<file path="config.mk">
export PLATFORM = sky130hd
export DESIGN_NAME = inst_cache_ctrl_flat
export DESIGN_NICKNAME = d
export VERILOG_FILES = /design/src/rtl/rapid_pkg.sv /design/src/rtl/inst_cache_ctrl_if.sv /design/src/rtl/icache_array.sv /design/src/rtl/inst_cache_ctrl.sv /design/src/flat_wrapper.sv
export SDC_FILE = /design/constraint.sdc
export NUM_CORES = 2
export LEC_CHECK = 0
export ABC_CLOCK_PERIOD_IN_PS = 3800
export CORE_MARGIN = 1.5
export CORE_UTILIZATION = 56
export DETAILED_ROUTE_END_ITERATION = 6
export PLACE_DENSITY = 0.76
export SETUP_SLACK_MARGIN = 0.15
export SLEW_MARGIN = 5
export SYNTH_ARGS = -nofsm -noshare
export SYNTH_HDL_FRONTEND = slang
export SYNTH_SLANG_ARGS = --single-unit
</file>
<file path="constraint.sdc">
create_clock -name i_clk -period 3.8 [get_ports i_clk]
set_clock_uncertainty 0.15 [all_clocks]
set_input_delay 0.38 -clock i_clk [delete_from_list [all_inputs] [get_ports i_clk]]
set_output_delay 0.38 -clock i_clk [all_outputs]
set_load 0.01 [all_outputs]
</file>
<file path="src/rtl/rapid_pkg.sv">
// Shared types for the rapid core: cache operation codes, word width,
// reset vector and the instruction-cache controller state encoding.
package rapid_pkg;

  localparam int WORD_WIDTH = 32;
  localparam logic [WORD_WIDTH-1:0] RESET_VECTOR = 32'h0000_0000;

  typedef enum logic {
    CACHE_READ  = 1'b0,
    CACHE_WRITE = 1'b1
  } cache_operation;

  typedef enum logic [2:0] {
    IDLE,
    LOOKUP,
    REFILL_REQ,
    REFILL_DATA,
    RESPOND
  } ICACHE_STATE_T;

endpackage

</file>
<file path="src/rtl/inst_cache_ctrl_if.sv">
// Fetch-side and refill-side bus of the instruction cache controller.
// master: the fetch unit / backing memory side; slave: the cache controller.
interface inst_cache_ctrl_if import rapid_pkg::*; #(
  parameter int XLEN = WORD_WIDTH
);
  logic            i_req;
  logic [XLEN-1:0] i_address;
  cache_operation  i_read_or_write;
  logic            i_invalidate;
  logic [XLEN-1:0] o_data;
  logic            o_done;
  logic            o_err;
  logic            o_mem_req;
  logic [XLEN-1:0] o_mem_addr;
  logic            i_mem_ready;
  logic            i_mem_rvalid;
  logic [XLEN-1:0] i_mem_rdata;
  logic [31:0]     o_hit_count;
  logic [31:0]     o_miss_count;

  modport master (
    output i_req, i_address, i_read_or_write, i_invalidate,
    output i_mem_ready, i_mem_rvalid, i_mem_rdata,
    input  o_data, o_done, o_err, o_mem_req, o_mem_addr,
    input  o_hit_count, o_miss_count
  );

  modport slave (
    input  i_req, i_address, i_read_or_write, i_invalidate,
    input  i_mem_ready, i_mem_rvalid, i_mem_rdata,
    output o_data, o_done, o_err, o_mem_req, o_mem_addr,
    output o_hit_count, o_miss_count
  );
endinterface

</file>
<file path="src/rtl/icache_array.sv">
// Tag, valid and data storage for a direct-mapped instruction cache.
// Writes are synchronous, reads are combinational. Only the valid bits
// are reset; tag and data contents are meaningless while a line is invalid.
module icache_array #(
  parameter int XLEN           = 32,
  parameter int LINES          = 16,
  parameter int WORDS_PER_LINE = 4,
  parameter int TAG_W          = 26,
  parameter int IDX_W          = $clog2(LINES),
  parameter int WORD_W         = $clog2(WORDS_PER_LINE)
) (
  input  logic              clk,
  input  logic              reset_n,
  input  logic              clear_valid,
  input  logic              data_we,
  input  logic              tag_we,
  input  logic [IDX_W-1:0]  wr_index,
  input  logic [WORD_W-1:0] wr_word,
  input  logic [XLEN-1:0]   wr_data,
  input  logic [TAG_W-1:0]  wr_tag,
  input  logic [IDX_W-1:0]  rd_index,
  input  logic [WORD_W-1:0] rd_word,
  output logic [XLEN-1:0]   rd_data,
  output logic [TAG_W-1:0]  rd_tag,
  output logic              rd_valid
);
  logic [XLEN-1:0]  data_mem [LINES*WORDS_PER_LINE];
  logic [TAG_W-1:0] tag_mem  [LINES];
  logic [LINES-1:0] valid_q;

  // Valid bits: cleared by reset or bulk invalidate, set when a line's tag lands.
  always_ff @(posedge clk) begin
    if (!reset_n) begin
      valid_q <= '0;
    end else if (clear_valid) begin
      valid_q <= '0;
    end else if (tag_we) begin
      valid_q[wr_index] <= 1'b1;
    end
  end

  // Data and tag storage writes.
  always_ff @(posedge clk) begin
    if (data_we) data_mem[{wr_index, wr_word}] <= wr_data;
    if (tag_we)  tag_mem[wr_index] <= wr_tag;
  end

  assign rd_data  = data_mem[{rd_index, rd_word}];
  assign rd_tag   = tag_mem[rd_index];
  assign rd_valid = valid_q[rd_index];
endmodule

</file>
<file path="src/rtl/inst_cache_ctrl.sv">
// Direct-mapped, read-only instruction cache controller with line refill.
// Optional build macro: ICACHE_STATS_EN adds saturating hit/miss counters;
// without it both counter outputs are constant zero.
module inst_cache_ctrl import rapid_pkg::*; #(
  parameter int XLEN           = WORD_WIDTH,
  parameter int LINES          = 16,
  parameter int WORDS_PER_LINE = 4
) (
  input  logic               i_clk,
  input  logic               i_reset_n,
  inst_cache_ctrl_if.slave   bus
);
  localparam int WORD_W = $clog2(WORDS_PER_LINE);
  localparam int IDX_W  = $clog2(LINES);
  localparam int OFF_W  = WORD_W + 2;
  localparam int TAG_W  = XLEN - OFF_W - IDX_W;

  ICACHE_STATE_T     state_q, state_d;
  logic [XLEN-1:0]   addr_q;
  cache_operation    op_q;
  logic [WORD_W-1:0] beat_q;
  logic              pend_inv_q;
  logic              done_q, err_q;
  logic [XLEN-1:0]   data_q;

  logic              accept, clear_valid, data_we, tag_we, mem_req, hit;
  logic [XLEN-1:0]   rd_data;
  logic [TAG_W-1:0]  rd_tag;
  logic              rd_valid;
  logic              unused_byte_offset;

  wire [WORD_W-1:0] req_word  = addr_q[OFF_W-1:2];
  wire [IDX_W-1:0]  req_index = addr_q[OFF_W+IDX_W-1:OFF_W];
  wire [TAG_W-1:0]  req_tag   = addr_q[XLEN-1:OFF_W+IDX_W];

  // Instruction words are always word aligned; the byte offset is dropped.
  assign unused_byte_offset = ^addr_q[1:0];

  icache_array #(
    .XLEN(XLEN), .LINES(LINES), .WORDS_PER_LINE(WORDS_PER_LINE), .TAG_W(TAG_W)
  ) u_array (
    .clk(i_clk), .reset_n(i_reset_n), .clear_valid(clear_valid),
    .data_we(data_we), .tag_we(tag_we),
    .wr_index(req_index), .wr_word(beat_q), .wr_data(bus.i_mem_rdata), .wr_tag(req_tag),
    .rd_index(req_index), .rd_word(req_word),
    .rd_data(rd_data), .rd_tag(rd_tag), .rd_valid(rd_valid)
  );

  assign hit = rd_valid && (rd_tag == req_tag);

  // Next-state and array-control decode.
  always_comb begin
    state_d     = state_q;
    accept      = 1'b0;
    clear_valid = 1'b0;
    data_we     = 1'b0;
    tag_we      = 1'b0;
    mem_req     = 1'b0;
    case (state_q)
      IDLE: begin
        // A deferred invalidate is applied here without blocking a request;
        // a live invalidate pulse wins over a request for this cycle.
        clear_valid = bus.i_invalidate || pend_inv_q;
        if (bus.i_req && !bus.i_invalidate) begin
          accept  = 1'b1;
          state_d = LOOKUP;
        end
      end
      LOOKUP: begin
        if (op_q == CACHE_WRITE || hit) state_d = RESPOND;
        else                            state_d = REFILL_REQ;
      end
      REFILL_REQ: begin
        mem_req = 1'b1;
        if (bus.i_mem_ready) state_d = REFILL_DATA;
      end
      REFILL_DATA: begin
        if (bus.i_mem_rvalid && i_reset_n) begin
          data_we = 1'b1;
          if (beat_q == WORD_W'(WORDS_PER_LINE - 1)) begin
            tag_we  = 1'b1;
            state_d = RESPOND;
          end
        end
      end
      RESPOND: state_d = IDLE;
      default: state_d = IDLE;
    endcase
  end

  // Control state: FSM, beat counter, deferred invalidate and response flops.
  always_ff @(posedge i_clk) begin
    if (!i_reset_n) begin
      state_q    <= IDLE;
      beat_q     <= '0;
      pend_inv_q <= 1'b0;
      done_q     <= 1'b0;
      err_q      <= 1'b0;
      data_q     <= '0;
    end else begin
      state_q <= state_d;
      if (data_we) beat_q <= beat_q + 1'b1;
      if (state_q == IDLE)       pend_inv_q <= 1'b0;
      else if (bus.i_invalidate) pend_inv_q <= 1'b1;
      done_q <= (state_q == RESPOND);
      err_q  <= (state_q == RESPOND) && (op_q == CACHE_WRITE);
      data_q <= (state_q == RESPOND && op_q == CACHE_READ) ? rd_data : '0;
    end
  end

  // Request capture; held for the whole transaction.
  always_ff @(posedge i_clk) begin
    if (accept) begin
      addr_q <= bus.i_address;
      op_q   <= bus.i_read_or_write;
    end
  end

  assign bus.o_done     = done_q;
  assign bus.o_err      = err_q;
  assign bus.o_data     = data_q;
  assign bus.o_mem_req  = mem_req;
  assign bus.o_mem_addr = mem_req ? {addr_q[XLEN-1:OFF_W], {OFF_W{1'b0}}} : '0;

`ifdef ICACHE_STATS_EN
  logic [31:0] hit_cnt_q, miss_cnt_q;

  function automatic logic [31:0] sat_inc(input logic [31:0] v);
    return (v == 32'hFFFF_FFFF) ? v : v + 32'd1;
  endfunction

  // Read hit/miss statistics, counted once per lookup.
  always_ff @(posedge i_clk) begin
    if (!i_reset_n) begin
      hit_cnt_q  <= '0;
      miss_cnt_q <= '0;
    end else if (state_q == LOOKUP && op_q == CACHE_READ) begin
      if (hit) hit_cnt_q  <= sat_inc(hit_cnt_q);
      else     miss_cnt_q <= sat_inc(miss_cnt_q);
    end
  end

  assign bus.o_hit_count  = hit_cnt_q;
  assign bus.o_miss_count = miss_cnt_q;
`else
  assign bus.o_hit_count  = '0;
  assign bus.o_miss_count = '0;
`endif
endmodule

</file>
<file path="src/flat_wrapper.sv">
// flat-port wrapper written by rule: the top's interface ports become plain ports
module inst_cache_ctrl_flat import rapid_pkg::*;
#(
  parameter int XLEN           = WORD_WIDTH,
  parameter int LINES          = 16,
  parameter int WORDS_PER_LINE = 4
)
  (i_clk, i_reset_n, bus_i_req, bus_i_address, bus_i_read_or_write, bus_i_invalidate, bus_i_mem_ready, bus_i_mem_rvalid, bus_i_mem_rdata, bus_o_data, bus_o_done, bus_o_err, bus_o_mem_req, bus_o_mem_addr, bus_o_hit_count, bus_o_miss_count);
  inst_cache_ctrl_if #(.XLEN(XLEN)) bus_i ();
  input  logic i_clk;
  input  logic i_reset_n;
  input wire logic [$bits(bus_i.i_req)-1:0] bus_i_req;
  input wire logic [$bits(bus_i.i_address)-1:0] bus_i_address;
  input wire logic [$bits(bus_i.i_read_or_write)-1:0] bus_i_read_or_write;
  input wire logic [$bits(bus_i.i_invalidate)-1:0] bus_i_invalidate;
  input wire logic [$bits(bus_i.i_mem_ready)-1:0] bus_i_mem_ready;
  input wire logic [$bits(bus_i.i_mem_rvalid)-1:0] bus_i_mem_rvalid;
  input wire logic [$bits(bus_i.i_mem_rdata)-1:0] bus_i_mem_rdata;
  output wire logic [$bits(bus_i.o_data)-1:0] bus_o_data;
  output wire logic [$bits(bus_i.o_done)-1:0] bus_o_done;
  output wire logic [$bits(bus_i.o_err)-1:0] bus_o_err;
  output wire logic [$bits(bus_i.o_mem_req)-1:0] bus_o_mem_req;
  output wire logic [$bits(bus_i.o_mem_addr)-1:0] bus_o_mem_addr;
  output wire logic [$bits(bus_i.o_hit_count)-1:0] bus_o_hit_count;
  output wire logic [$bits(bus_i.o_miss_count)-1:0] bus_o_miss_count;
  assign bus_i.i_req = bus_i_req;
  assign bus_i.i_address = bus_i_address;
  assign bus_i.i_read_or_write = bus_i_read_or_write;
  assign bus_i.i_invalidate = bus_i_invalidate;
  assign bus_i.i_mem_ready = bus_i_mem_ready;
  assign bus_i.i_mem_rvalid = bus_i_mem_rvalid;
  assign bus_i.i_mem_rdata = bus_i_mem_rdata;
  assign bus_o_data = bus_i.o_data;
  assign bus_o_done = bus_i.o_done;
  assign bus_o_err = bus_i.o_err;
  assign bus_o_mem_req = bus_i.o_mem_req;
  assign bus_o_mem_addr = bus_i.o_mem_addr;
  assign bus_o_hit_count = bus_i.o_hit_count;
  assign bus_o_miss_count = bus_i.o_miss_count;
  inst_cache_ctrl #(.XLEN(XLEN), .LINES(LINES), .WORDS_PER_LINE(WORDS_PER_LINE)) u_core (.i_clk(i_clk), .i_reset_n(i_reset_n), .bus(bus_i));
endmodule
</file>
Word level (Yosys, flattened, before mapping):

Memories as Yosys holds them, arrays and structs flattened. A register that Yosys moved wholly into a read port is not among the register bits.
Index checks and enable logic that the tools add are counted.

* register bits: 57
* bits in writable memories: 2432
* input bits: 71
* output and inout port bits: 131
* word-level logic and storage cells: 66
* memories: 2

* add/sub/neg operators: 1
* order comparisons: 2
* equal/unequal tests: 10
* mux-type cells: 25
* bitwise logic cells: 3
* reduce and logical (&&, ||, !) cells: 15

Memory list
* u_core.u_array.data_mem: words 64, width 32, rd ports 1, clocked after memory_dff 1, wr ports 1, RTL line icache_array.sv:27 `logic [XLEN-1:0] data_mem [LINES*WORDS_PER_LINE];`
* u_core.u_array.tag_mem: words 16, width 24, rd ports 1, clocked after memory_dff 1, wr ports 1, RTL line icache_array.sv:28 `logic [TAG_W-1:0] tag_mem [LINES];`

Operators by type and width (number)
* 2-to-1 mux 32 bit: 1
* equality test 24 bit: 1
* bitwise OR 16 bit: 1
* 2-to-1 mux 1 bit: 15
* 2-to-1 mux 3 bit: 5
* one-hot mux 3 bit (4 select lines): 1
* equality test 3 x 2 -> 1 bit, second input constant: 2
* logical AND 1 bit: 6
* != test 2 x 1 -> 1 bit, second input constant: 3
* less-than comparator 4 x 5 -> 1 bit, second input constant: 1
* binary-select mux 1 bit (select 4 bit): 1
* demux 1 bit (select 4 bit): 1
* >= comparator 4 x 1 -> 1 bit, second input constant: 1
* 2-to-1 mux 4 bit: 1
* AND reduction 4 bit: 1
* OR reduction 2 bit: 2
* equality test 3 x 1 -> 1 bit, second input constant: 1
* equality test 3 bit, second input constant: 1
* zero test 3 bit: 1
* adder 2 x 1 -> 2 bit, second input constant: 1
* equality test 2 bit, second input constant: 1
* zero test 1 bit: 2
* logical OR 1 bit: 2
* != test 2 bit, second input constant: 1
* other kinds (2): 3

Logic depth before layout (Yosys ltp):

* word-level depth: 6
* depth in mapped cells: 12
* gate-level depth less buffers: 8

Cells and area by module:

From an unflattened synthesis, not the netlist that was laid out.

* cell total of the unflattened synthesis: 4176
* area, all modules: 96430.0 um2

Modules (own cells, without submodules)
* icache_array: times used 1, cells each 3894, area an instance 93233.2 um2, seq. area each 73350.3 um2
* inst_cache_ctrl: times used 1, cells each 282, area an instance 3196.8 um2, seq. area each 1731.7 um2

Worst setup path after synthesis:

Ideal clock, no wire load.

* kind: register to register
* from: register u_core.addr_q[4]
* to: memory u_core.u_array.data_mem[30][0], enable pin
* setup time: 0.421 ns
* arrival time: 3.314 ns
* required time: 3.229 ns
* slack: -0.085 ns
* stages on the path, launching flop included: 8
* path buffers: 5
* cells stage by stage: edfxtp_1 > buf_2 > clkbuf_1 > buf_2 > buf_1 > clkbuf_1 > nand3_1 > nor2_1

RTL lines
* start, declared: RTL line inst_cache_ctrl.sv:19 `logic [XLEN-1:0] addr_q;`
* start signal, assigned: RTL line inst_cache_ctrl.sv:114 `addr_q <= bus.i_address;`
* end, declared: RTL line icache_array.sv:27

No word-level cell before the write port.

Final worst setup path:

* from: register u_core.state_q[1]
* to: output port bus_o_mem_addr[6]

* longest elaborated chain between the ends: 3

RTL lines
* start, declared: RTL line inst_cache_ctrl.sv:18 `ICACHE_STATE_T state_q, state_d;`
* start signal, assigned: RTL line inst_cache_ctrl.sv:101 `state_q <= state_d;`
* equality test 3 x 2 -> 1 bit: RTL line inst_cache_ctrl.sv:59 `case (state_q)`
* 2-to-1 mux 1 bit: RTL line inst_cache_ctrl.sv:59
* 2-to-1 mux 32 bit: RTL line inst_cache_ctrl.sv:123 `assign bus.o_mem_addr = mem_req ? {addr_q[XLEN-1:OFF_W], {OFF_W{1'b0}}} : '0;`
* end, declared: RTL line flat_wrapper.sv:23 `output wire logic [$bits(bus_i.o_mem_addr)-1:0] bus_o_mem_addr;`

No other way between the ends.

==> results.cfg <==
[synthesis]
syn_area_per_cell_um2 = 23.1
synth-edff-count = 2463
yosysWarnings = 0
synth_seq_cells = 2523
async_flop_share_pct = 0
syn_area_um2 = 96400
ys.flop_type = edfxtp_1
ys_seq_area_share_pct = 77.9
netlist_instances = 4166
ys_types = 64

[worst_setup_path]
slowest_stage = clkdlybuf4s50_1
cp.arrival_ns = 2.98
crit_path_start = u_core.state_q[1]
timing.rr.start = u_core.addr_q[2]
cp.required_ns = 3.27
crit_path_end_kind = output pin
cp_max_fo = 25
start_kind = flop
critPathTopFamily = buffers and inverters
crit_path_cell_trace = nor3b_2, buf_4, and2_1, clkdlybuf4s50_1
cpPeakStageDelay_ns = 0.62
path_class = flop to output pin
critPathBufInv = 2

[pwr]
p_seq_share_pct = 53.2
power_w = 0.0576
leakage_nw = 34.8
power_density_nw_per_um2 = 519
internal-power_w = 0.0455
swShare_pct = 21.1
combPwrFrac_pct = 5.1
vdd_drop_max_mv = 0.420
p_switching_w = 0.0121
clkPwrFrac_pct = 41.6

[run_status]
status = finished, violations left
failed_checks = DRC

[die]
die-area_um2 = 175000
rows = 152
die_y_um = 418
die_w_um = 418
ioPinCount = 202
core_area_um2 = 171000
start_util_pct = 56.3

[sta]
finalCritPeriodShare_pct = 92.3
fmax_mhz = 285
maxSlewViolCount = 0
setup_tns_ns = 0
relSlewSlack_pct = 11.5
worst_pin_slew_ns = 1.33
setup_ws_ns = 0.292
setup_violations = 0
hold_viol = 0
period_needed_ns = 3.51
rsz0062_at_grt = false

[grt]
antenna_found_initial = 9
grt_max_degree = 66
grt_remaining_overflow = 0
grt_util_all_layers_pct = 28.6
grt_pass1_wl_mm = 351
grt_pass1_vias = 48218

[detailed_routing]
first_pass_iters = 7
ant_nets = 0
vias_per_cell = 6.70
routedWlPerCell_um = 34.5
drcViolationCount = 6
routed_wl_mm = 247
drt_iter0_markers = 6793
vias = 47880

[clock_tree]
cts_buffer_depth = 3
cts.sinks = 2523
worstSkewPairLatency_ns = 0.89
cts_inserted_buffers = 235
htree_levels = 4
root_buffer = clkbuf_16
path_clk_slew_ns = 0.06
cts_tree = yes
cts_setup_buffers = 0

[placement]
place_congestion = 0.854
post-place-ws_ns = 0.197
dp_hpwl_mm = 137
io_buffers = 131

[finish]
fill_cells = 10486
fin_nets = 4705
layout_common_cells = 2463 x edfxtp_1, 677 x mux4_2, 239 x clkbuf_16
final_util_pct = 64.8
final_common_cell = edfxtp_1
area_growth_pct = 15.1
drive_above_1_share_pct = 30.2

[flow_run]
drv_cap = 0

[worst_hold_path]
hold_path_class = input port to flop
min_from = bus_i_address[7]
[state kept, by name, summed over array words and instances (netlist names), 2 cells and up, named ones only]
signal,count
u_core.u_array.data_mem,2048
u_core.bus.o_data,32
u_core.u_array.tag_mem,384
u_core.u_array.valid_q,16
u_core.addr_q,30
u_core.state_q,3
u_core.beat_q,2
[tightest hold or removal path, cell delays in order]
cell and delay, ns:
clkdlybuf4s50_1 0.50, nand2_1 0.09, nand2_1 0.06
[cells in the mapped netlist (all sizes together) (6+ instances only)]
library cell	n	area (µm²)
a2111oi	6	58.8
a211o	7	61.3
a211oi	10	80.1
a21oi	28	140
a221oi	15	131
a22o	9	78.8
a22oi	84	631
a31oi	6	37.5
and2	31	194
buf	192	1280
clkbuf	94	353
dfxtp	60	1200
edfxtp	2463	74000
inv	9	33.8
mux2	17	191
mux2i	59	591
mux4	677	15200
nand2	60	225
nand2b	17	106
nand3	26	130
nand4	14	87.6
nor2	117	442
nor2b	23	144
nor3	20	100
nor4	10	62.6
o211ai	6	45.0
o21a	16	120
o21ai	18	90.1
xnor2	12	105
xor2	9	78.8
[routing by layer]
metal  part of all wire, %  GRT usage, %  wire (µm)  vias up
met5                 0.022             0         54        -
met4                   4.4          11.3      10800       10
met3                    10          5.74      25400      635
met2                    50          46.9     124000     3510
met1                    35          38.1      86900    25187
li1                      -             -          -    18538
[logic make-up after synthesis]
group | after synthesis | synth area share [%]
flip-flops | 2523 | 77.9
AO/OA/AOI/OAI | 227 | 1.74
XOR/XNOR | 21 | 0.191
AND/OR/NAND/NOR | 345 | 1.76
other | 1 | 0.00389
adder cells (fa/ha/maj) | 1 | 0.0130
buffers and inverters | 295 | 1.72
multiplexers | 753 | 16.6
[per-stage QoR]
step           hold WS, ns  cells  area [µm²]
2_1_floorplan        0.268   4233       96700
3_3_place_gp         0.291   6674      103000
3_5_place_dp         0.300   6674      103000
4_1_cts             0.0702   7145      111000
5_1_grt             0.0654   7147      111000
6_report            0.0911   7151      111000
[worst paths after layout]
path                                     end  slack (ns)  cells after the start
setup / recovery           bus_o_mem_addr[6]        0.29                      4
hold / removal                          flop        0.09                      3
setup reg to reg        u_core.bus.o_data[8]        0.31                     10
hold reg to reg   u_core.u_array.valid_q[15]        0.31                      1
[final cells by class]
cell class                      instances  area, µm²  share of cell area (%)
Clock buffer                          312       6380                    5.75
Multi-Input combinational cell       1415      20500                    18.4
Sequential cell                      2523      75200                    67.7
Inverter                                9       33.8                  0.0304
Timing Repair Buffer                  449       4530                    4.08
Antenna cell                            4       10.0                 0.00902
Clock inverter                        129       1520                    1.37
Tap cell                             2310       2890                    2.60
[timing repair]
action,in CTS,in global routing
gates cloned,0,0
gates resized for setup,1,1
endpoints found under the hold margin,67,18
hold buffers,30,1
endpoints found under the setup margin,1,1
[power by group through the flow]
| stage | sequential [W] | clock [W] | combinational, W |
|---|---|---|---|
| after floorplan | 0.0312 | 0 | 0.00174 |
| after global placement | 0.0313 | 0 | 0.00280 |
| after detailed placement | 0.0313 | 0 | 0.00286 |
| after CTS | 0.0307 | 0.0242 | 0.00294 |
| after global routing | 0.0307 | 0.0252 | 0.00308 |
| final | 0.0307 | 0.0240 | 0.00295 |
(Power assumes the default switching activity.)
